File: config.mk
export PLATFORM = sky130hd
export DESIGN_NAME = chimera_msip_ctrl
export DESIGN_NICKNAME = d
export VERILOG_FILES = /design/src/rtl/chimera_msip_ctrl.sv
export SDC_FILE = /design/constraint.sdc
export NUM_CORES = 1
export LEC_CHECK = 0
export CAP_MARGIN = 15
export CORE_UTILIZATION = 40
export CTS_CLUSTER_DIAMETER = 60
export CTS_CLUSTER_SIZE = 28
export DETAILED_ROUTE_END_ITERATION = 7
export MAX_ROUTING_LAYER = met4
export PLACE_DENSITY_LB_ADDON = 0.15
export REMOVE_ABC_BUFFERS = 1
export SLEW_MARGIN = 20
export SYNTH_ARGS = -nofsm -noshare
export SYNTH_HDL_FRONTEND = slang
export SYNTH_SLANG_ARGS = --single-unit
export TNS_END_PERCENT = 1
File: constraint.sdc
create_clock -name soc_clk_i -period 4.4 [get_ports soc_clk_i]
set_clock_uncertainty 0.15 [all_clocks]
set_input_delay 1.1 -clock soc_clk_i [delete_from_list [all_inputs] [get_ports soc_clk_i]]
set_output_delay 1.1 -clock soc_clk_i [all_outputs]
set_load 0.01 [all_outputs]
File: src/rtl/chimera_msip_ctrl.sv
// chimera_msip_ctrl: per-hart machine software interrupt (msip) source with a
// request/response register port, single-hart set/clear and a sequential
// range sweep that sets or clears a contiguous block of harts.
module chimera_msip_ctrl #(
    parameter int unsigned NumHarts  = 16,
    parameter int unsigned OffsWidth = 12
) (
    input  logic                 soc_clk_i,
    input  logic                 rst_i,
    input  logic                 req_valid_i,
    output logic                 req_ready_o,
    input  logic                 req_write_i,
    input  logic [OffsWidth-1:0] req_offs_i,
    input  logic [31:0]          req_wdata_i,
    input  logic [3:0]           req_wstrb_i,
    output logic                 rsp_valid_o,
    input  logic                 rsp_ready_i,
    output logic [31:0]          rsp_rdata_o,
    output logic                 rsp_error_o,
    output logic [NumHarts-1:0]  msip_o
);

    localparam logic [OffsWidth-1:0] OFFS_SET  = OffsWidth'(32'h800);
    localparam logic [OffsWidth-1:0] OFFS_CLR  = OffsWidth'(32'h804);
    localparam logic [OffsWidth-1:0] OFFS_INFO = OffsWidth'(32'h808);
    localparam logic [9:0]           LAST_HART = 10'(NumHarts - 1);

    typedef enum logic {
        IDLE,
        SWEEP
    } state_t;

    state_t              state_reg, state_next;
    logic [9:0]          ptr_reg, ptr_next;
    logic [9:0]          end_reg, end_next;
    logic                op_set_reg, op_set_next;
    // Last sweep write already done, response still waiting for the slot.
    logic                pend_reg, pend_next;
    logic [NumHarts-1:0] msip_reg, msip_next;

    logic                rsp_valid_reg;
    logic [31:0]         rsp_rdata_reg;
    logic                rsp_error_reg;
    logic                rsp_load;
    logic [31:0]         rsp_rdata_next;
    logic                rsp_error_next;

    // Address decode; the two low offset bits are don't-care.
    logic [OffsWidth-1:0] offs_al;
    logic [31:0]          word_idx;
    logic                 hit_msip, hit_set, hit_clr, hit_info, hit_any;
    logic [9:0]           lo_w, hi_w, hi_c;
    logic                 slot_free, accept, bcast_wr, start_sweep;
    logic                 single_we, sweep_we, rd_bit;
    logic                 unused_bits;

    assign offs_al  = {req_offs_i[OffsWidth-1:2], 2'b00};
    assign word_idx = 32'(req_offs_i[OffsWidth-1:2]);
    assign hit_msip = (32'(offs_al) < 32'h800) && (word_idx < NumHarts);
    assign hit_set  = (offs_al == OFFS_SET);
    assign hit_clr  = (offs_al == OFFS_CLR);
    assign hit_info = (offs_al == OFFS_INFO);
    assign hit_any  = hit_msip | hit_set | hit_clr | hit_info;

    // Range is clamped to the last implemented hart.
    assign lo_w = req_wdata_i[9:0];
    assign hi_w = req_wdata_i[25:16];
    assign hi_c = (32'(hi_w) > NumHarts - 1) ? LAST_HART : hi_w;

    // A response slot is free if empty or being drained on this edge.
    assign slot_free   = !rsp_valid_reg || rsp_ready_i;
    assign req_ready_o = (state_reg == IDLE) && slot_free;
    assign accept      = req_valid_i && req_ready_o;

    assign bcast_wr    = accept && req_write_i && (hit_set || hit_clr)
                         && req_wstrb_i[0] && req_wstrb_i[2];
    assign start_sweep = bcast_wr && (lo_w <= hi_c) && (32'(lo_w) < NumHarts);
    assign single_we   = accept && req_write_i && hit_msip && req_wstrb_i[0];
    assign sweep_we    = (state_reg == SWEEP) && !pend_reg;

    assign unused_bits = ^{req_offs_i[1:0], req_wdata_i[31:26], req_wdata_i[15:10],
                           req_wstrb_i[3], req_wstrb_i[1]};

    // Read mux for the addressed msip bit.
    always_comb begin
        rd_bit = 1'b0;
        for (int i = 0; i < int'(NumHarts); i++) begin
            if (word_idx == 32'(i)) rd_bit = msip_reg[i];
        end
    end

    // Per-hart next value: sweep write or single write, else hold.
    generate
        for (genvar gi = 0; gi < int'(NumHarts); gi++) begin : g_msip
            assign msip_next[gi] = (sweep_we && ptr_reg == 10'(gi)) ? op_set_reg :
                                   (single_we && word_idx == 32'(gi)) ? req_wdata_i[0] :
                                   msip_reg[gi];
        end
    endgenerate

    // Sweep FSM next-state: latch range on start, step ptr, finish at end.
    always_comb begin
        state_next  = state_reg;
        ptr_next    = ptr_reg;
        end_next    = end_reg;
        op_set_next = op_set_reg;
        pend_next   = pend_reg;
        case (state_reg)
            IDLE: begin
                if (start_sweep) begin
                    state_next  = SWEEP;
                    ptr_next    = lo_w;
                    end_next    = hi_c;
                    op_set_next = hit_set;
                    pend_next   = 1'b0;
                end
            end
            SWEEP: begin
                if (ptr_reg == end_reg || pend_reg) begin
                    if (slot_free) begin
                        state_next = IDLE;
                        pend_next  = 1'b0;
                    end else begin
                        pend_next = 1'b1;
                    end
                end else begin
                    ptr_next = ptr_reg + 10'd1;
                end
            end
            default: state_next = IDLE;
        endcase
    end

    // Response generation: immediate for plain accesses, deferred for sweeps.
    always_comb begin
        rsp_load       = 1'b0;
        rsp_rdata_next = 32'd0;
        rsp_error_next = 1'b0;
        if (state_reg == SWEEP) begin
            rsp_load = (ptr_reg == end_reg || pend_reg) && slot_free;
        end else if (accept && !start_sweep) begin
            rsp_load = 1'b1;
            if (!hit_any) begin
                rsp_error_next = 1'b1;
            end else if (!req_write_i) begin
                if (hit_msip)      rsp_rdata_next = {31'd0, rd_bit};
                else if (hit_info) rsp_rdata_next = {16'd0, 16'(NumHarts)};
            end
        end
    end

    // State, sweep context and msip registers.
    always_ff @(posedge soc_clk_i) begin
        if (rst_i) begin
            state_reg  <= IDLE;
            ptr_reg    <= 10'd0;
            end_reg    <= 10'd0;
            op_set_reg <= 1'b0;
            pend_reg   <= 1'b0;
            msip_reg   <= '0;
        end else begin
            state_reg  <= state_next;
            ptr_reg    <= ptr_next;
            end_reg    <= end_next;
            op_set_reg <= op_set_next;
            pend_reg   <= pend_next;
            msip_reg   <= msip_next;
        end
    end

    // Response register: load new, else drop valid on handshake, else hold.
    always_ff @(posedge soc_clk_i) begin
        if (rst_i) begin
            rsp_valid_reg <= 1'b0;
            rsp_rdata_reg <= 32'd0;
            rsp_error_reg <= 1'b0;
        end else if (rsp_load) begin
            rsp_valid_reg <= 1'b1;
            rsp_rdata_reg <= rsp_rdata_next;
            rsp_error_reg <= rsp_error_next;
        end else if (rsp_ready_i) begin
            rsp_valid_reg <= 1'b0;
        end
    end

    assign rsp_valid_o = rsp_valid_reg;
    assign rsp_rdata_o = rsp_rdata_reg;
    assign rsp_error_o = rsp_error_reg;
    assign msip_o      = msip_reg;

endmodule

==> flow_summary.ini <==
[finish]
largest_register_ff_count = 16
n_antenna_cell = 0
nNetsFinal = 509
final_common_cell = clkdlybuf4s50_1
final_cell_mix = clkdlybuf4s50_1, dfxtp_1, conb_1, nand2_1, mux2i_1
drive_above_1_share = 0.09255
instances_no_fill = 545
syn_to_final_growth_pct = 21.34
fillers = 774

[logic_synthesis]
synth_top_area_frac = 0.2626
async_reset_ff_frac = 0
synth_area_mm2 = 0.003278
synth_top_area_cell = dfxtp_1
ys_seq_area_frac = 0.2626
syn_avg_cell_area_um2 = 8.515
synth_edf_count = 0
ys_warn_count = 0
yosysUniqueCellTypes = 65
ys.flop_type = dfxtp_1
synth_cells = 385
ys_ff_latch = 43
synth_area_leaders = dfxtp_1, mux2i_1, buf_4

[sta]
worstMarginPinSlew_ns = 0.8016
setup_viol = 0
fin_setup_tns_ns = 0
relSlewSlack = 0.4627
min_period_ns = 3.904
setup_slack_ns = 0.4965
post-route-period-util = 0.8872
hold_viol_final = 0
rsz0062_at_grt = no
max_freq_mhz = 256.2
final_max_slew_viol_count = 0

[clock_network]
clockBufferDepth = 2
cts_setup_buffers = 0
cts.sinks = 43
cts_max_level = 2
clkLatencyLatePin_ns = 0.29
cts-resized-gates = 0
tritoncts = built
clk_pin_slew_ns = 0.08
cts_buffers = 5
cts_hold_buf = 0
clockRootBuffer = clkbuf_8

[floorplan]
die_x_um = 92.53
fp.coreArea_mm2 = 0.007807
num_rows = 32
io_pins = 104
die_h_um = 92.53
die_area_mm2 = 0.008562
start_util = 0.4199

[placed_design]
gp_congestion = 0.8809
detailed_place_hpwl_um = 6503
placedCellCount = 537
port_buffers = 57
post-place-ws_ns = 0.1956

[global_routing]
grt_max_degree = 20
grt.total_usage = 0.2045
grt_pass1_vias = 2732
grt_pass1_wl_um = 13500
antenna_found_initial = 0
grt-ovfl-total = 0

[detailed_routing]
wl_um = 8480
wire_per_inst_um = 15.56
ant_nets = 0
drc_errors = 0
vias = 2959
drtIter0Drc = 181
first_pass_iters = 4
avgViaCountPerCell = 5.429

[power]
p_leak_nw = 1.505
ir_drop_mv = 0.2499
power.density_mw_per_mm2 = 199.3

[setup_path]
critPathLaunchType = input pin
required_ns = 4.41
cp_data_arrival_time_ns = 3.91
crit_type = input pin to flip-flop
end_kind = flip-flop
path_max_fanout = 14

[run]
maxCapViolCount = 0

[status]
status = finished, final reports clean

[hold_path]
hp-class = flip-flop to flip-flop
## metrics by stage
stage,power (mW),hold WS (ns),area (um^2),utilization
after floorplan,0.4582,0.2710,3100,-
after global placement,0.5239,0.2802,3877,0.4966
after detailed placement,0.5258,0.2877,3877,0.4966
after CTS,0.8004,0.3005,3978,0.5095
after global routing,0.8312,0.3280,3978,0.5095
final,0.7929,0.2980,3978,0.5095
## synthesized netlist by cell type (2+ instances only)
master and n:
o32ai_1 4, and2_1 2, o31a_1 3, nand2_1 32
nand2b_1 4, nor2b_1 14, conb_1 2, o32ai_2 4
nor2_1 20, nand3_1 4, o311ai_0 2, buf_1 4
nor3_1 16, mux2i_1 29, dfxtp_1 43, inv_1 17
nand4_1 22, nor3_2 2, ha_1 14, mux2_2 2
o21ai_1 4, buf_4 30, nand3b_1 2, a211oi_1 3
clkbuf_1 13, o211ai_1 2, nor4b_1 4, xnor2_1 10
nor4_1 4, o21ai_0 6, o31ai_1 6, a21oi_1 24
or2_2 2, mux4_2 3, o41ai_1 2
## final timing paths
check / depth (start not counted) / to / slack, ns / startpoint
max: 11 / ptr_reg[8] / 0.50 / req_wdata_i[23]
max reg2reg: 5 / msip_o[15] / 1.81 / state_reg
min: 2 / end_reg[7] / 0.30 / end_reg[7]
min reg2reg: 2 / end_reg[7] / 0.30 / end_reg[7]
## worst max-delay path, cell delays in order
cell             delay (ns)
clkdlybuf4s50_1        0.40
nor4_1                 0.26
nand2_1                0.13
or2_2                  0.31
ha_1                   0.28
nand2_1                0.05
or3_1                  0.37
a2111o_1               0.54
o21ai_2                0.22
buf_12                 0.17
o32ai_1                0.07
## final cells by class
| type | count | area [um^2] | area share |
|---|---|---|---|
| Multi-Input combinational cell | 309 | 2178 | 0.5477 |
| Sequential cell | 43 | 860.8 | 0.2164 |
| Timing Repair Buffer | 65 | 643.1 | 0.1617 |
| Tap cell | 102 | 127.6 | 0.03209 |
| Clock buffer | 8 | 100.1 | 0.02517 |
| Inverter | 18 | 67.56 | 0.01699 |
## metal layers
metal,up-vias,GRT usage,wire [um]
met3,8,0.02874,460
met1,1393,0.2742,3914
met5,-,-,0
met2,97,0.3253,4010
met4,0,0.04818,95
li1,1461,-,-
## power breakdown
group / total, mW / switching [mW] / internal (mW)
clock network: 0.276 / 0.132 / 0.143
logic: 0.127 / 0.0685 / 0.0581
registers: 0.391 / 0.000622 / 0.390
total: 0.793 / 0.201 / 0.592
## cell families after synthesis
logic type,synth area share
AND/OR/NAND/NOR,0.2447
AO/OA/AOI/OAI,0.1805
buffers and inverters,0.1137
flip-flops,0.2626
multiplexers,0.1160
adder cells (fa/ha/maj),0.05344
XOR/XNOR,0.02672
other,0.002291
Note: power is estimated with default switching activity, not from simulation.
==> edit 1 (config.mk and constraints unchanged) <==
`NumHarts`: 16 -> 15.
--- a/src/rtl/chimera_msip_ctrl.sv
+++ b/src/rtl/chimera_msip_ctrl.sv
@@ -2,7 +2,7 @@
 // request/response register port, single-hart set/clear and a sequential
 // range sweep that sets or clears a contiguous block of harts.
 module chimera_msip_ctrl #(
-    parameter int unsigned NumHarts  = 16,
+    parameter int unsigned NumHarts  = 15,
     parameter int unsigned OffsWidth = 12
 ) (
     input  logic                 soc_clk_i,
Ports: changed (resized msip_o); port bits go from 104 to 103. The function was not compared with the original's and may differ.
==> edit 1 against the original RTL <==
Wire length is 0.58% lower; die area is 0.49% lower; setup slack better by 0.097 ns; final cell count is 0.55% lower; final area is 0.79% lower; sequential cell count is 1 lower; count of clock-buffer cells in the layout is 3 lower; total power is 11% higher; synthesized area is 0.50% lower.
==> edit 1: results (changes against the original RTL) <==
outcome complete, no violations; dpl cells 534 (-0.56%); Synth Area in XOR/XNOR 3.22% (+0.55 points); clock share of power 41.9% (+7.1 points); Critical Path End Type flop; Leakage 1.48 nW (-1.6%); Worst slew margin 35.4% (-11 points); slowest stage delay, CP 0.40 ns (-0.14 ns); Via density 5.45 (+0.38%); Max stage delay cell, worst path clkdlybuf4s50_1; combinational power share 14.6% (-1.4 points); met1 GRT Util 26.7% (-0.69 points); Worst IR Drop VDD 0.107 mV (-57%); Post-Layout Cell Count 542 (-0.55%); Top Family by Delay on Critical Path compound AO/OA/AOI/OAI gates; met2 GRT Util 35.9% (+3.4 points); largest net degree at the start of global routing 25 (+25%); Routed met1 length 3870 um (-1.1%); routed length on met2 4220 um (+5.2%); Post-Synthesis Cells 388 (+0.78%); # port buffers 58 (+1.8%); layout cells sized above 1 9.55% (+0.29 points); R2R setup slack 1.76 ns (-0.05 ns); global placer's final weighted congestion 0.875 (-0.70%); Post-DP HPWL 6460 um (-0.69%); post-synthesis adder-cell area fraction 5.37% (+0.027 points); placed instance area 0.00381 mm2 (-1.8%); Reg2Reg Depth 6 (+1); met3 GRT Util 2.96% (+0.082 points); Synth Area in Compound Gates 18.0% (-0.025 points); critical path startpoint req_wdata_i[22]; max FFs per register 15 (-1); vias in the first global route 2,798 (+2.4%); ranking of synthesized cells by area dfxtp_1 26%, mux2i_1 7.7%, buf_4 7.1%, ha_1 5.4%, nand2_1 4.0%; Worst Path Arrival 3.84 ns (-0.07 ns); global router's overall resource usage 21.3% (+0.90 points); first-pass GRT wire length 14,100 um (+4.2%); FF-to-FF End ptr_reg[1]; WL/cell 15.6 um (about the same); post-route clock period utilization 86.5% (-2.2 points); crit path max fanout 7 (-7); Switching Share 24.4% (-1.0 points); nets 506 (-0.59%); Netlist cell types 57 (-12%)
[edit 1: cells by family after synthesis]
| logic type | Yosys count |
|---|---|
| fa+ha+maj | 14 |
| simple gates | 160 |
| xor+xnor | 12 |
| flops | 42 |
| other cells | 2 |
| mux | 27 |
| compound gates | 68 |
| buf+inv | 63 |
[edit 1: worst min-delay path by stage]
stage	cells after the start	from	endpoint
after floorplan	1	end_reg[5]	end_reg[5]
after global placement	1	end_reg[8]	end_reg[8]
after detailed placement	1	end_reg[8]	end_reg[8]
after CTS	1	end_reg[8]	end_reg[8]
after global routing	1	end_reg[6]	end_reg[6]
final	1	end_reg[8]	end_reg[8]
[edit 1: area by class of cell]
type	count	area [um2]
Timing Repair Buffer	67	648
Tap cell	102	128
Multi-Input combinational cell	315	2160
Fill cell	759	3860
Sequential cell	42	841
Clock buffer	5	68.8
Inverter	8	30.0
Clock inverter	3	68.8
==> edit 2 (same settings) <==
Made on the original files. Reset style: asynchronous (`rst_i`), changed in 2 clocked blocks.
--- a/src/rtl/chimera_msip_ctrl.sv
+++ b/src/rtl/chimera_msip_ctrl.sv
@@ -150,7 +150,7 @@
     end
 
     // State, sweep context and msip registers.
-    always_ff @(posedge soc_clk_i) begin
+    always_ff @(posedge soc_clk_i or posedge rst_i) begin
         if (rst_i) begin
             state_reg  <= IDLE;
             ptr_reg    <= 10'd0;
@@ -169,7 +169,7 @@
     end
 
     // Response register: load new, else drop valid on handshake, else hold.
-    always_ff @(posedge soc_clk_i) begin
+    always_ff @(posedge soc_clk_i or posedge rst_i) begin
         if (rst_i) begin
             rsp_valid_reg <= 1'b0;
             rsp_rdata_reg <= 32'd0;
Behaviour: differs if rst_i is asserted again (counterexample within 4 cycles, from zero or initial values and one cycle with rst_i high); with rst_i held inactive, the same outputs for 4 cycles.
==> edit 2 against the original RTL <==
Setup slack improved by 0.076 ns; critical path type unchanged; die area decreased by 3.5%; critical path depth unchanged; total power increased by 0.21%; via count decreased by 6.7%; largest power group unchanged; utilization decreased by 1.6 points; final area decreased by 4.7%; sequential cell count unchanged; largest cell class unchanged; wire length decreased by 9.4%; first-iteration DRC count decreased by 9.4%; synthesized area decreased by 3.6%.
==> edit 2: results (changes against the original RTL) <==
post-synthesis mux area share 4.59% (-7.0 points); Netlist cell types 53 (-18%); pre-CTS WS 0.262 ns (+0.0665 ns); first-pass GRT wire length 13,300 um (-1.8%); non-clock buffer count 60 (-7.7%); Synth Area in XOR/XNOR 4.99% (+2.3 points); Routed met1 length 3430 um (-12%); invs w/o clock 14 (-4); async set-reset flop share out of synthesis 100% (+100 points); Data buffer area share 16.0% (-0.19 points); DRT iter0 DRCs 164 (-9.4%); Least-Margin Pin Slew 0.821 ns (+0.0198 ns); register area share after synthesis 34.0% (+7.8 points); dpl cells 515 (-4.1%); met2 GRT Util 33.7% (+1.2 points); layout cells sized above 1 5.94% (-3.3 points); fill cell count 782 (+1.0%); post-synthesis adder-cell area fraction 5.54% (+0.20 points); Leakage 1.50 nW (-0.21%); via count 2,760 (-6.7%); # port buffers 57 (unchanged); fraction of area in multi-input gates 48.2% (-6.5 points); Post-Route WL 7680 um (-9.4%); Synth Area in Compound Gates 13.6% (-4.5 points); met3 GRT Util 3.54% (+0.66 points); outcome complete, no violations; initial antenna violation count 0 (unchanged); Post-Syn Area per Cell 8.57 um2 (+0.59%); Multi-In Gates 296 (-4.2%); largest net degree at the start of global routing 24 (+20%); Worst IR Drop VDD 0.156 mV (-38%); Layout area overhead 19.9%; WL/cell 14.7 um (-5.6%); Post-DP HPWL 5770 um (-11%); met1 GRT Util 26.4% (-1.1 points); Max stage delay cell, worst path clkdlybuf4s50_1; Worst Path Arrival 3.87 ns (-0.04 ns); crit path max fanout 20 (+6); nets 487 (-4.3%); slowest stage delay, CP 0.39 ns (-0.15 ns); global router's overall resource usage 20.6% (+0.13 points); Reg clk slew, reported paths 0.08 ns (about the same); placed instance area 0.00369 mm2 (-4.8%); ranking of synthesized cells by area dfrtp_1 34%, buf_4 7.1%, ha_1 5.5%, xor2_1 5.0%, nor2_1 4.9%; global placer's final weighted congestion 0.814 (-7.6%); routed length on met2 3850 um (-3.9%); final-layout clock-cell area share 2.64% (+0.12 points); met3 wire len 327 um (-29%); Primary FF master, synth dfrtp_1; Chip Width 90.9 um (-1.8%); Switching Share 25.4% (about the same); synth cell count leaders 43 x dfrtp_1, 41 x nor2_1, 30 x buf_4, 27 x o21ai_0, 24 x nand3_1; Seq area share 28.4% (+6.8 points); clk_lat worst skew approximately 0.3 ns; vias in the first global route 2,618 (-4.2%)
## edit 2: final timing paths
kind / startpoint / end / slack, ns / cells past startpoint
max: req_wdata_i[23] / ptr_reg[1] / 0.57 / 11
min: end_reg[9] / end_reg[9] / 0.37 / 1
max reg2reg: state_reg / ptr_reg[1] / 1.86 / 6
min reg2reg: end_reg[9] / end_reg[9] / 0.37 / 1
max in group asynchronous: rst_i / end_reg[8] / 2.19 / 3
min in group asynchronous: rst_i / msip_o[14] / 1.11 / 2
## edit 2: power by group through the flow
| stage | combinational, mW | sequential [mW] | clock, mW |
|---|---|---|---|
| after global placement | 0.114 | 0.407 | 0 |
| after CTS | 0.115 | 0.399 | 0.287 |
| after floorplan | 0.0526 | 0.408 | 0 |
| after detailed placement | 0.114 | 0.407 | 0 |
| after global routing | 0.127 | 0.400 | 0.300 |
| final | 0.114 | 0.399 | 0.281 |
